File: config.mk
export PLATFORM = sky130hd
export DESIGN_NAME = message_dumper
export DESIGN_NICKNAME = d
export VERILOG_FILES = /design/src/rtl/message_dumper.sv
export SDC_FILE = /design/constraint.sdc
export NUM_CORES = 1
export LEC_CHECK = 0
export BUFFER_PORTS_ARGS = -buffer_cell sky130_fd_sc_hd__buf_2
export CORE_UTILIZATION = 40
export DETAILED_ROUTE_END_ITERATION = 12
export SYNTH_ARGS = -nofsm -noshare
export SYNTH_HDL_FRONTEND = slang
export SYNTH_SLANG_ARGS = --single-unit
File: constraint.sdc
create_clock -name clk -period 3.05 [get_ports clk]
set_input_delay 0.305 -clock clk [delete_from_list [all_inputs] [get_ports clk]]
set_output_delay 0.305 -clock clk [all_outputs]
set_load 0.02 [all_outputs]
File: src/rtl/message_dumper.sv
// Streams one UART frame: six hex digits of the latched key, ':', MSG_LEN bytes
// read from the decrypted RAM, then CR LF. 8N1, LSB first, idle high.
module message_dumper #(
  parameter int MSG_LEN      = 32,
  parameter int CLKS_PER_BIT = 434
) (
  input  logic        clk,
  input  logic        reset,
  input  logic        start_dump,
  input  logic [21:0] secret_key,
  output logic [7:0]  ram_address,
  input  logic [7:0]  ram_q,
  output logic        uart_tx,
  output logic        busy,
  output logic        done_dump
);

  localparam int CNT_W = (CLKS_PER_BIT > 1) ? $clog2(CLKS_PER_BIT) : 1;
  localparam logic [CNT_W-1:0] BIT_LAST = CNT_W'(CLKS_PER_BIT - 1);
  localparam logic [8:0] MSG_FIRST = 9'd7;
  localparam logic [8:0] CR_IDX    = 9'(7 + MSG_LEN);
  localparam logic [8:0] LF_IDX    = 9'(8 + MSG_LEN);

  typedef enum logic [2:0] {
    IDLE, FETCH, WAIT_RAM, START_BIT, DATA_BITS, STOP_BIT, DONE
  } state_t;

  state_t           state_q, state_d;
  logic [8:0]       char_idx_q, char_idx_d;
  logic [CNT_W-1:0] bit_cnt_q, bit_cnt_d;
  logic [2:0]       bit_idx_q, bit_idx_d;
  logic             wait_q, wait_d;
  logic [7:0]       shift_q, shift_d;
  logic [21:0]      key_q, key_d;
  logic [7:0]       ram_address_q, ram_address_d;
  logic             tx_q, tx_d;
  logic             busy_q, busy_d;
  logic             done_q, done_d;

  logic [23:0]      key_ext;
  logic [3:0]       nib;

  function automatic logic [7:0] hex_ascii(input logic [3:0] n);
    return (n < 4'd10) ? (8'h30 + {4'h0, n}) : (8'h37 + {4'h0, n});
  endfunction

  assign key_ext = {2'b00, key_q};

  always_comb begin
    case (char_idx_q[2:0])
      3'd0:    nib = key_ext[23:20];
      3'd1:    nib = key_ext[19:16];
      3'd2:    nib = key_ext[15:12];
      3'd3:    nib = key_ext[11:8];
      3'd4:    nib = key_ext[7:4];
      3'd5:    nib = key_ext[3:0];
      default: nib = 4'h0;
    endcase
  end

  always_comb begin
    state_d       = state_q;
    char_idx_d    = char_idx_q;
    bit_cnt_d     = bit_cnt_q;
    bit_idx_d     = bit_idx_q;
    wait_d        = wait_q;
    shift_d       = shift_q;
    key_d         = key_q;
    ram_address_d = ram_address_q;
    tx_d          = tx_q;
    busy_d        = busy_q;
    done_d        = 1'b0;

    case (state_q)
      IDLE: begin
        if (start_dump) begin
          state_d    = FETCH;
          key_d      = secret_key;
          busy_d     = 1'b1;
          char_idx_d = 9'd0;
        end
      end
      FETCH: begin
        bit_cnt_d = '0;
        bit_idx_d = 3'd0;
        // Message bytes take a detour through the RAM; everything else is a constant or key digit.
        if (char_idx_q >= MSG_FIRST && char_idx_q < CR_IDX) begin
          ram_address_d = 8'(char_idx_q - MSG_FIRST);
          wait_d        = 1'b0;
          state_d       = WAIT_RAM;
        end else begin
          if (char_idx_q < 9'd6)
            shift_d = hex_ascii(nib);
          else if (char_idx_q == 9'd6)
            shift_d = 8'h3A;
          else if (char_idx_q == CR_IDX)
            shift_d = 8'h0D;
          else
            shift_d = 8'h0A;
          tx_d    = 1'b0;
          state_d = START_BIT;
        end
      end
      WAIT_RAM: begin
        if (wait_q) begin
          shift_d = ram_q;
          tx_d    = 1'b0;
          state_d = START_BIT;
        end else begin
          wait_d = 1'b1;
        end
      end
      START_BIT: begin
        if (bit_cnt_q == BIT_LAST) begin
          bit_cnt_d = '0;
          tx_d      = shift_q[0];
          state_d   = DATA_BITS;
        end else begin
          bit_cnt_d = bit_cnt_q + CNT_W'(1);
        end
      end
      DATA_BITS: begin
        if (bit_cnt_q == BIT_LAST) begin
          bit_cnt_d = '0;
          if (bit_idx_q == 3'd7) begin
            tx_d    = 1'b1;
            state_d = STOP_BIT;
          end else begin
            bit_idx_d = bit_idx_q + 3'd1;
            shift_d   = {1'b0, shift_q[7:1]};
            tx_d      = shift_q[1];
          end
        end else begin
          bit_cnt_d = bit_cnt_q + CNT_W'(1);
        end
      end
      STOP_BIT: begin
        if (bit_cnt_q == BIT_LAST) begin
          bit_cnt_d = '0;
          if (char_idx_q == LF_IDX) begin
            busy_d  = 1'b0;
            done_d  = 1'b1;
            state_d = DONE;
          end else begin
            char_idx_d = char_idx_q + 9'd1;
            state_d    = FETCH;
          end
        end else begin
          bit_cnt_d = bit_cnt_q + CNT_W'(1);
        end
      end
      DONE: begin
        ram_address_d = 8'h00;
        char_idx_d    = 9'd0;
        state_d       = IDLE;
      end
      default: state_d = IDLE;
    endcase
  end

  always_ff @(posedge clk or negedge reset) begin
    if (!reset) begin
      state_q       <= IDLE;
      char_idx_q    <= 9'd0;
      bit_cnt_q     <= '0;
      bit_idx_q     <= 3'd0;
      wait_q        <= 1'b0;
      shift_q       <= 8'h00;
      key_q         <= 22'd0;
      ram_address_q <= 8'h00;
      tx_q          <= 1'b1;
      busy_q        <= 1'b0;
      done_q        <= 1'b0;
    end else begin
      state_q       <= state_d;
      char_idx_q    <= char_idx_d;
      bit_cnt_q     <= bit_cnt_d;
      bit_idx_q     <= bit_idx_d;
      wait_q        <= wait_d;
      shift_q       <= shift_d;
      key_q         <= key_d;
      ram_address_q <= ram_address_d;
      tx_q          <= tx_d;
      busy_q        <= busy_d;
      done_q        <= done_d;
    end
  end

  assign ram_address = ram_address_q;
  assign uart_tx     = tx_q;
  assign busy        = busy_q;
  assign done_dump   = done_q;

endmodule

==> summary.md <==
The starting density of the core came out at 41.8%. The tools report the leftover overflow at the end of global routing as 0. Before antenna repair, the detailed router went through 6 iterations. The logs give 0 for the number of maximum-capacitance constraint violations and 49 for the pin count of the biggest net entering global routing.

The tools report the final hold violation count as 0. VDD sags by at most 0.407 mV. The run gives 3700 um2 as the netlist area before placement. The cell seen most often among critical-path stages is ha_1. The H-tree was split into 3 levels.

In this run, CTS created clock tree buffers numbering 9. The tools report the kind of start point of the critical path as a flip-flop. From left edge to right edge, the die measures 98.2 um. The clock transition at the registers of the reported paths came out at 0.08 ns. The tightest min-delay check is of the primary input to asynchronous set/reset pin type. For the worst clock skew, the log shows 0.0110 ns. Among all flip-flop cells after synthesis, the most frequent one is dfrtp_1. The worst path arrival time was 2.79 ns. The number of nets with antenna violations after detailed routing was 0. The violation count after the first detailed-route iteration was 148; the register bit count reported by yosys was 66.

Summed over all failing endpoints, the final setup total negative slack is 0 ns. Across all layers, the routed design uses 3,058 vias. Power spread over the standard cell area amounts to 827 nW/um2. From bottom edge to top edge, the die measures 98.2 um.

In this run the worst path has a maximum fanout of 8. In the routed design, unresolved DRC markers number 0. The share of flip-flops with an asynchronous set or reset is 100%, and the number of buffers inserted to repair setup after CTS is 0.

The run gives 0 as the number of buffers inserted by hold repair at cts. The logs give 2 for the maximum root-to-sink buffer count and 3.54 mW for the sum of internal, switching and leakage power. At the pin with the least slew margin, the transition time is 1.07 ns. The worst setup path is captured at a flip-flop. After synthesis, the mean cell area works out to 9.76 um2. Clock tree synthesis selected as its root buffer the cell clkbuf_8. When the netlist entered floorplanning its net count stood at 422. In this run, synthesis inferred 0 flip-flops with an integrated enable.

Routability-driven placement finished with a final weighted congestion of 0.865. Count of cell types in the netlist: 55. The HPWL after detailed placement is 6.38 mm. The tools report the total of warnings raised by yosys as 0. Number of buffers inserted by port buffering: 43. The kind of critical path was flip-flop to flip-flop. By area the synthesized netlist is led by dfrtp_1 (44%), mux2_2 (8.5%), o21ai_0 (3.8%), nor2_1 (3.6%), ha_1 (3.4%).

Once the clock tree was built, the resizer swapped 0 gates to a different size. Core footprint: 8850 um2. The area overhead of the layout relative to synthesis works out to 15.9%. In this run the biggest area consumer among cell types represents 44.0% of the synthesized area. The number of vias per cell is 5.67, and the share of synthesized area occupied by flip-flops and latches is 44.7%. The repair_antennas step left the layout with diodes totalling 0.

The highest clock rate is 390 MHz. The tools report the final wirelength as 8.65 mm. The signal on the critical path passes through ha_1 -> ha_1 -> a221oi_1 -> nand2_1 -> inv_1 -> ha_1 -> a21oi_1 -> o211ai_1 -> a21oi_1. The run finished with clean final reports. The number of pins exceeding their max-slew limit in the final report is 0. TritonCTS built the clock tree. The later pin in the worst-skew pair is clocked with a latency of 0.35 ns. The final-report setup violation count came out at 0.

The highest-delay cell along the critical path was a221oi_1. Counting I/O delays and the setup requirement, the final critical path takes 2.56 ns. At the end of the flow, the number of nets in the layout was 469. The number of fill cells is 848. The number of placed I/O pins is 44, and the post-synthesis cell count is 379. In the global route stage, overall resource usage came out at 19.2%.

For the worst setup path, the data required time is 3.28 ns. The first global-routing pass estimated 14.8 mm of wire. Setup repair after global routing left no endpoint under its margin. CTS saw 66 sinks. The tools report the number of global-route vias before repair as 3,057. The analysis attributes to cell leakage a power of 1.93 nW.

The die covers 9640 um2. Library cell occupying the most area in the post-synthesis netlist: dfrtp_1. The floorplan has 34 rows. The average wire per standard cell was 16.1 um; the ratio of cells with drive above 1 in the final layout was 24.4%.

Measured against its own limit, the worst slew margin works out to 28.7%. On the worst path, the slowest cell contributes a delay of 0.48 ns. The number of antenna violations at the first check in global routing was 0; the part of the cycle the worst path needs was 84.0%.
==> cell usage in the layout (no fill, tap or decap), types with 3 or more instances in the layout <==
| master | instances |
|---|---|
| mux2i_1 | 4 |
| dfrtp_1 | 65 |
| nand4_1 | 7 |
| nor2b_1 | 5 |
| mux2_2 | 28 |
| nand2_1 | 27 |
| nand3b_1 | 3 |
| o211ai_1 | 5 |
| clkbuf_8 | 9 |
| inv_1 | 10 |
| nand2b_1 | 7 |
| nor3_1 | 5 |
| buf_4 | 11 |
| ha_1 | 10 |
| o22a_1 | 3 |
| clkinv_4 | 3 |
| xor2_1 | 7 |
| a21oi_1 | 19 |
| o21ai_0 | 28 |
| and3_1 | 10 |
| nor4_1 | 3 |
| buf_2 | 43 |
| xnor2_1 | 5 |
| a222oi_1 | 4 |
| nand3_1 | 20 |
| a31oi_1 | 5 |
| a22oi_1 | 8 |
| nor2_1 | 35 |
==> registers in the layout (all words and copies together), names as in the netlist <==
signal       cells
bit_idx_q        3
shift_q          8
char_idx_q       9
busy             1
wait_q           1
key_q           22
uart_tx          1
ram_address      8
bit_cnt_q        9
state_q          3
done_dump        1
==> worst paths after layout <==
path,startpoint,end,slack [ns],depth (start not counted)
setup reg to reg,char_idx_q[0]$_DFFE_PN0P_,shift_q[6]$_DFFE_PN0P_,0.49,9
min in group clk,secret_key[17],key_q[17]$_DFFE_PN0P_,0.17,2
hold reg to reg,shift_q[7]$_DFFE_PN0P_,shift_q[7]$_DFFE_PN0P_,0.48,2
max in group asynchronous,reset,shift_q[6]$_DFFE_PN0P_,2.16,2
hold / removal,reset,bit_cnt_q[2]$_DFFE_PN0P_,0.14,1
setup / recovery,char_idx_q[0]$_DFFE_PN0P_,shift_q[6]$_DFFE_PN0P_,0.49,9
==> cells by family after synthesis <==
family,after synthesis,synth area share (%)
AO/OA/AOI/OAI,91,16.1
buffers and inverters,28,2.98
AND/OR/NAND/NOR,139,20.1
adder cells (fa/ha/maj),10,3.38
flip-flops,66,44.7
XOR/XNOR,12,2.84
multiplexers,33,10.0
==> layout make-up <==
type                    count  area (um2)  share of cell area, %
inverters                  10        37.5                  0.876
clock inverters             7         103                   2.39
well taps                 108         135                   3.15
multi-input cells         285        1940                   45.2
repair buffers             54         298                   6.95
clock buffers               9         124                   2.89
flip-flops and latches     66        1650                   38.6
==> synth_stat cells, types with 7 or more instances <==
master    count
clkbuf_1     12
and3_1       10
nand2_1      27
mux2_2       28
a21oi_1      19
nand4_1       7
ha_1         10
nor2_1       35
a22oi_1       8
xor2_1        7
nand3_1      20
nand2b_1      7
inv_1        10
dfrtp_1      65
o21ai_0      28
==> metrics by stage <==
stage          cell area (um2)  instances  hold WS, ns  setup WS, ns  util [%]
2_1_floorplan             3700        379      0.00941         0.911         -
3_3_place_gp              4060        523        0.457         0.728      45.9
3_5_place_dp              4060        523        0.472         0.576      45.9
4_1_cts                   4290        539        0.160         0.547      48.4
5_1_grt                   4290        539        0.165         0.388      48.4
6_report                  4290        539        0.144         0.488      48.4
==> power breakdown <==
part / internal, mW / switching, mW
combinational: 0.589 / 0.736
sequential: 1.16 / 0.224
clock: 0.467 / 0.372
total: 2.21 / 1.33
==> metal layers <==
| layer | track usage, % | vias to the layer above | wire length (um) |
|---|---|---|---|
| li1 | - | 1485 | - |
| met1 | 25.6 | 1485 | 4040 |
| met2 | 31.0 | 78 | 4130 |
| met3 | 4.51 | 10 | 400 |
| met4 | 5.51 | 0 | 89 |
| met5 | 0 | - | 0 |
==> worst max-delay path: cells and delay by family (launching register included) <==
family                     cells  cell delay [ns]
adders and majority gates      3             0.82
and+or+nand+nor                1             0.20
AOI/OAI and AO/OA              4             0.84
DFF                            1             0.47
buffers and inverters          1             0.10
Note: power is estimated with default switching activity, not from simulation.
